## src/rtl/mem_arbiter_pkg.sv

```systemverilog
// Shared encodings for the instruction/data memory arbiter: FSM states,
// owner identifiers and default bus widths.
package mem_arbiter_pkg;

    localparam int ADDR_W_DEF = 32;
    localparam int DATA_W_DEF = 32;

    typedef enum logic [1:0] {
        ST_IDLE  = 2'd0,
        ST_MEM   = 2'd1,
        ST_RESP  = 2'd2,
        ST_DRAIN = 2'd3
    } state_e;

    typedef enum logic {
        OWN_I = 1'b0,
        OWN_D = 1'b1
    } owner_e;

endpackage

```

## src/rtl/mem_arb_pick.sv

```systemverilog
// Combinational two-way round-robin picker: on a tie the requester that did
// not own the last completed transaction wins.
module mem_arb_pick
    import mem_arbiter_pkg::*;
(
    input  logic   i_valid,
    input  logic   d_valid,
    input  owner_e last_owner,
    output logic   grant,
    output owner_e owner
);

    always_comb begin
        grant = i_valid | d_valid;
        owner = OWN_I;
        if (i_valid && d_valid) begin
            if (last_owner == OWN_I) owner = OWN_D;
            else                     owner = OWN_I;
        end else if (d_valid) begin
            owner = OWN_D;
        end
    end

endmodule

```

## src/rtl/mem_arbiter.sv

```systemverilog
// Serialises fetch and load/store accesses onto one single-ported memory,
// one transaction at a time, and drops fetch responses abandoned by a flush.
module mem_arbiter
    import mem_arbiter_pkg::*;
#(
    parameter int ADDR_W = ADDR_W_DEF,
    parameter int DATA_W = DATA_W_DEF
) (
    input  logic                clk,
    input  logic                reset,
    input  logic                i_req_valid,
    input  logic [ADDR_W-1:0]   i_req_addr,
    output logic [DATA_W-1:0]   i_rsp_data,
    output logic                i_rsp_ready,
    input  logic                i_flush,
    input  logic                d_req_valid,
    input  logic                d_req_we,
    input  logic [ADDR_W-1:0]   d_req_addr,
    input  logic [DATA_W-1:0]   d_req_wdata,
    input  logic [DATA_W/8-1:0] d_req_wstrb,
    output logic [DATA_W-1:0]   d_rsp_data,
    output logic                d_rsp_ready,
    output logic                mem_enable,
    output logic                mem_we,
    output logic [ADDR_W-1:0]   mem_addr,
    output logic [DATA_W-1:0]   mem_wdata,
    output logic [DATA_W/8-1:0] mem_wstrb,
    input  logic [DATA_W-1:0]   mem_rdata,
    input  logic                mem_ready
);

    state_e              state_q, state_d;
    owner_e              owner_q, owner_d;
    owner_e              last_owner_q, last_owner_d;
    logic                mem_we_q, mem_we_d;
    logic [ADDR_W-1:0]   mem_addr_q, mem_addr_d;
    logic [DATA_W-1:0]   mem_wdata_q, mem_wdata_d;
    logic [DATA_W/8-1:0] mem_wstrb_q, mem_wstrb_d;
    logic [DATA_W-1:0]   i_rsp_data_q, i_rsp_data_d;
    logic [DATA_W-1:0]   d_rsp_data_q, d_rsp_data_d;

    logic   pick_grant;
    owner_e pick_owner;

    mem_arb_pick u_pick (
        .i_valid    (i_req_valid),
        .d_valid    (d_req_valid),
        .last_owner (last_owner_q),
        .grant      (pick_grant),
        .owner      (pick_owner)
    );

    always_comb begin
        // NOTE: every _d defaults to its _q first, so no path through the case can infer a latch.
        state_d      = state_q;
        owner_d      = owner_q;
        last_owner_d = last_owner_q;
        mem_we_d     = mem_we_q;
        mem_addr_d   = mem_addr_q;
        mem_wdata_d  = mem_wdata_q;
        mem_wstrb_d  = mem_wstrb_q;
        i_rsp_data_d = i_rsp_data_q;
        d_rsp_data_d = d_rsp_data_q;

        unique case (state_q)
            ST_IDLE: begin
                if (pick_grant) begin
                    state_d = ST_MEM;
                    owner_d = pick_owner;
                    if (pick_owner == OWN_D) begin
                        mem_we_d    = d_req_we;
                        mem_addr_d  = d_req_addr;
                        mem_wdata_d = d_req_wdata;
                        mem_wstrb_d = d_req_wstrb;
                    end else begin
                        // Fetch is read-only: never let it write.
                        mem_we_d    = 1'b0;
                        mem_addr_d  = i_req_addr;
                        mem_wdata_d = '0;
                        mem_wstrb_d = '0;
                    end
                end
            end
            ST_MEM: begin
                if (owner_q == OWN_I && i_flush) begin
                    // A flush wins over a same-edge completion; the data is discarded.
                    state_d = mem_ready ? ST_IDLE : ST_DRAIN;
                end else if (mem_ready) begin
                    state_d = ST_RESP;
                    if (owner_q == OWN_I) i_rsp_data_d = mem_rdata;
                    else                  d_rsp_data_d = mem_we_q ? '0 : mem_rdata;
                end
            end
            ST_RESP: begin
                last_owner_d = owner_q;
                state_d      = ST_IDLE;
            end
            ST_DRAIN: begin
                if (mem_ready) state_d = ST_IDLE;
            end
            default: state_d = ST_IDLE;
        endcase
    end

    always_ff @(posedge clk) begin
        // NOTE: sequential state uses non-blocking assignments only.
        if (reset) begin
            state_q      <= ST_IDLE;
            owner_q      <= OWN_I;
            last_owner_q <= OWN_I;
            mem_we_q     <= 1'b0;
            mem_addr_q   <= '0;
            mem_wdata_q  <= '0;
            mem_wstrb_q  <= '0;
            i_rsp_data_q <= '0;
            d_rsp_data_q <= '0;
        end else begin
            state_q      <= state_d;
            owner_q      <= owner_d;
            last_owner_q <= last_owner_d;
            mem_we_q     <= mem_we_d;
            mem_addr_q   <= mem_addr_d;
            mem_wdata_q  <= mem_wdata_d;
            mem_wstrb_q  <= mem_wstrb_d;
            i_rsp_data_q <= i_rsp_data_d;
            d_rsp_data_q <= d_rsp_data_d;
        end
    end

    assign mem_enable  = (state_q == ST_MEM) || (state_q == ST_DRAIN);
    assign mem_we      = mem_we_q;
    assign mem_addr    = mem_addr_q;
    assign mem_wdata   = mem_wdata_q;
    assign mem_wstrb   = mem_wstrb_q;
    assign i_rsp_data  = i_rsp_data_q;
    assign d_rsp_data  = d_rsp_data_q;
    assign i_rsp_ready = (state_q == ST_RESP) && (owner_q == OWN_I);
    assign d_rsp_ready = (state_q == ST_RESP) && (owner_q == OWN_D);

endmodule

```

## config.mk

```make
export PLATFORM = sky130hd
export DESIGN_NAME = mem_arbiter
export DESIGN_NICKNAME = d
export VERILOG_FILES = /design/src/rtl/mem_arbiter_pkg.sv /design/src/rtl/mem_arb_pick.sv /design/src/rtl/mem_arbiter.sv
export SDC_FILE = /design/constraint.sdc
export NUM_CORES = 1
export LEC_CHECK = 0
export CAP_MARGIN = 10
export CORE_MARGIN = 5
export CORE_UTILIZATION = 40
export DETAILED_ROUTE_END_ITERATION = 10
export MAX_ROUTING_LAYER = met4
export PLACE_DENSITY_LB_ADDON = 0.15
export SYNTH_ARGS = -nofsm -noshare
export SYNTH_HDL_FRONTEND = slang
export SYNTH_SLANG_ARGS = --single-unit
```

## constraint.sdc

```tcl
create_clock -name clk -period 1.8 [get_ports clk]
set_clock_uncertainty 0.1 [all_clocks]
set_input_delay 0.18 -clock clk [delete_from_list [all_inputs] [get_ports clk]]
set_output_delay 0.18 -clock clk [all_outputs]
set_load 0.02 [all_outputs]
```

### Yosys cells after proc, flatten, opt, wreduce, memory -nomap -nowiden

Cells that the tools add are included.

| word-level totals | value |
|---|---|
| register bits after elaboration | 137 |
| input bits | 139 |
| output and inout port bits | 136 |
| logic and storage cells | 42 |

| cells by class | value |
|---|---|
| eq/ne operators | 6 |
| mux-type cells | 14 |
| bitwise operators | 3 |
| reductions and logical operators | 10 |

Operator list:

| kind | number |
|---|---|
| $mux W32 | 3 |
| $mux W2 | 5 |
| $pmux W2 S4 | 1 |
| $reduce_and A4 Y1 | 2 |
| $eq A2 B2 Y1 const B | 2 |
| $logic_and A1 B1 Y1 | 4 |
| $mux W1 | 4 |
| $mux W4 | 1 |
| $ne A2 B2 Y1 const B | 2 |
| $ne A3 B3 Y1 const B | 1 |
| $reduce_and A3 Y1 | 1 |
| $eq A2 B1 Y1 const B | 1 |
| $logic_not A2 Y1 | 1 |
| $not A1 Y1 | 2 |
| $reduce_and A2 Y1 | 1 |
| $logic_or A1 B1 Y1 | 1 |
| $or A1 B1 Y1 | 1 |

### Depth between registers and ports, before layout

| logic depth | value |
|---|---|
| depth after elaboration | 4 |
| depth in mapped cells | 6 |
| mapped depth without buffers | 3 |

### Cells and area by module

From an unflattened synthesis, not the netlist that was laid out.

| second synthesis, totals | value |
|---|---|
| cell total of the unflattened synthesis | 615 |
| area, all modules | 5713.0 um^2 |

By module, submodules not included:

| module | instances | cells each | area each (um^2) |
|---|---|---|---|
| mem_arbiter | 1 | 613 | 5699.2 |
| mem_arb_pick | 1 | 2 | 13.8 |

### Least setup slack after synthesis

Ideal clock, no wire load.

| timing | value |
|---|---|
| path type | register to register |
| start | register state_q[1] |
| end | register mem_addr_q[27] (netlist: mem_addr[27]) |
| library setup time | 0.138 ns |
| arrival | 1.228 ns |
| required time | 1.562 ns |
| path slack | 0.334 ns |
| cell stages (with the launch flop) | 7 |
| clock period less this slack | 1.466 ns |
| path through | dfxtp_1 > buf_2 > nor2_2 > and2_0 > buf_2 > buf_6 > a311oi_2 |

| between the ends | value |
|---|---|
| longest elaborated chain between the ends | 2 |

Ends and longest elaborated chain:

| item | line | text |
|---|---|---|
| start, declared | mem_arbiter.sv:32 | `state_e state_q, state_d;` |
| start signal, assigned | mem_arbiter.sv:118 | `state_q <= state_d;` |
| $logic_not A2 Y1 | mem_arbiter.sv:65 | `unique case (state_q)` |
| $reduce_and A2 Y1 (no line) | - |  |
| end signal, assigned | mem_arbiter.sv:122 | `mem_addr_q <= mem_addr_d;` |
| end, declared | mem_arbiter.sv:36 | `logic [ADDR_W-1:0] mem_addr_q, mem_addr_d;` |

No other way between the ends.
A chain may end at the register's enable or synchronous reset.

### Worst setup path in the final report

| timing | value |
|---|---|
| start | register state_q[0] |
| end | output d_rsp_ready |

| between the ends | value |
|---|---|
| longest elaborated chain between the ends | 2 |

Ends and longest elaborated chain:

| item | line | text |
|---|---|---|
| $eq A2 B2 Y1 | mem_arbiter.sv:138 | `assign d_rsp_ready = (state_q == ST_RESP) && (owner_q == OWN_D);` |
| $logic_and A1 B1 Y1 | mem_arbiter.sv:138 |  |
| end, declared | mem_arbiter.sv:22 | `output logic d_rsp_ready,` |

No other way between the ends.

==> impl_metrics.toml <==
[final_layout]
final_common_cell = "clkdlybuf4s50_1"
n_antenna_cell = 0
nets = 973
drive_above_1_share_pct = 7.67
finish.utilization_pct = 67.8
area_growth_pct = 64.3
final_cell_mix = "clkdlybuf4s50_1 (270), dfxtp_1 (135), nand2_1 (98)"
design_area_sq_mm = 0.00905

[sta]
tightest_slew_ps = 445
whs_ps = 98.6
hold_violations = 0
worst_slack_ps = 78.0
slew_violations = 0
fin_crit_ps = 1720
clock.fmax_mhz = 581
rsz0062_at_grt = "no"
relSlewSlack_pct = 70.3
finalCritPeriodShare_pct = 95.7
setup_viol = 0
fin_setup_tns_ps = 0

[route]
totalWireLength_um = 17700
via_per_inst = 5.06
drc = 0
vias = 5179
ant_nets = 0
wl_per_cell_um = 17.3
dr.pass1.iters = 4
drt-initial-drc-count = 293

[synthesis]
ys_seq_area_share_pct = 49.8
ys_warn_count = 0
ys_types = 30
synth_cells = 575
syn_area_sq_mm = 0.00551
syn_nets = 714
ys_seq_elements = 137
avgSynthCellArea_sq_um = 9.58

[clock_network]
cts-buffers-inserted = 17
cts_max_level = 4
cts_tree = "built"
clkTransAtPathRegs_ps = 60
postCtsSetupBuffers = 0
clkSinkCount = 137
insertion_delay_ps = 410
clockBufferDepth = 2
clock-root-buffer = "clkbuf_16"

[die]
die_h_um = 127
fp.dieW_um = 127
ios = 275
die_area_sq_mm = 0.0162
core-area_sq_mm = 0.0133
start_util_pct = 41.3
rows = 42

[placement]
dp_hpwl_um = 13000
pre_cts_slack_ps = 16.0
placed_area_sq_mm = 0.00842
gp_congestion = 0.861
port_buffers = 274

[run]
drv_cap = 0

[run_status]
status = "complete, no violations"

[hold_path]
hold_path_class = "input pin to flip-flop"

[pwr]
power_leakage_nw = 3.26
p_per_area_mw_per_mm2 = 945
vdd_ir_drop_max_mv = 0.585

[setup_path]
critical_path_class = "flip-flop to output pin"
required_ps = 1520
r2r_slack_ps = 160
crit_arrival_ps = 1440
start_kind = "flip-flop"
critical_path.max_fanout = 6
crit_path_end_kind = "output pin"

[grt]
grt_max_degree = 77
grt-ovfl-total = 0
grt_pass1_vias = 5309
grt_pass1_wl_um = 27200
antenna_found_initial = 0
grtUsageTotal_pct = 21.8
[cell families (layout without fill, tap and decap cells)]
group / count (synthesis) / count (layout) / synth area share (%)
AOI/OAI and AO/OA: 141 / 141 / 18.3
buffers and inverters: 55 / 327 / 5.29
DFF: 137 / 137 / 49.8
muxes: 32 / 32 / 5.82
and+or+nand+nor: 210 / 210 / 20.7
[metrics by stage]
step	cells	power, mW
3_3_place_gp	991	4.92
2_1_floorplan	575	4.11
4_1_cts	1023	8.63
3_5_place_dp	991	4.94
5_1_grt	1023	8.88
6_report	1023	8.55
[registers in the layout, summed over array words and instances, names as in the netlist]
register,cells
i_rsp_data,32
mem_addr,32
mem_wstrb,4
state_q,2
last_owner_q,1
owner_q,1
mem_wdata,32
d_rsp_data,32
mem_we,1
[synth_stat cells, drive strengths merged]
| master | instances | area (sq um) |
|---|---|---|
| dfxtp | 137 | 2740 |
| nand2 | 98 | 368 |
| a21oi | 68 | 344 |
| nand2b | 65 | 407 |
| a22o | 37 | 324 |
| a311oi | 32 | 305 |
| mux2i | 32 | 320 |
| nand3b | 32 | 240 |
| buf | 30 | 198 |
| clkbuf | 25 | 93.8 |
| nor2 | 4 | 17.5 |
| a21bo | 2 | 20.0 |
| nor2b | 2 | 12.5 |
| nor4 | 2 | 42.5 |
| a21boi | 1 | 11.3 |
| and2 | 1 | 6.26 |
| and3b | 1 | 8.76 |
| and4b | 1 | 10.0 |
| nand4b | 1 | 8.76 |
| nor3 | 1 | 5.00 |
| nor4bb | 1 | 10.0 |
| o21ai | 1 | 5.00 |
| or2 | 1 | 6.26 |
[timing repair]
| item | in CTS | in global routing |
|---|---|---|
| resized for setup | 4 | 1 |
| pin swaps | 0 | 0 |
| setup endpoints to repair | 3 | 1 |
| hold buffers | 0 | 0 |
[cell type report]
cell class	instances	area [sq um]
Tap cell	176	220
Sequential cell	137	2750
Clock buffer	20	457
Multi-Input combinational cell	383	2470
Clock inverter	12	173
Fill cell	1048	4300
Timing Repair Buffer	295	2980
[where the power goes]
group | leakage, nW | internal [mW] | switching (mW) | total, mW
Combinational | 1.85 | 0.826 | 0.726 | 1.55
Clock | 0.294 | 2.38 | 1.29 | 3.67
Sequential | 1.12 | 3.22 | 0.114 | 3.33
[metal layers]
layer / routed length, um / GRT usage (%) / part of all wire (%)
met1: 7150 / 24.4 / 40
met5: 0 / - / 0
met3: 1280 / 6.80 / 7.2
met4: 468 / 8.83 / 2.6
met2: 8790 / 36.0 / 50
[worst paths after layout]
path | startpoint | to | cells after the start
setup / recovery | state_q[0] | d_rsp_ready | 2
hold / removal | reset | last_owner_q | 2
setup reg to reg | state_q[0] | mem_addr[21] | 4
hold reg to reg | d_rsp_data[20] | d_rsp_data[20] | 2
[worst max-delay path: stages (launching register included)]
cell and delay [ps]:
dfxtp_1 460, and3b_1 230, dlygate4sd2_1 340
Note: power is estimated with default switching activity, not from simulation.
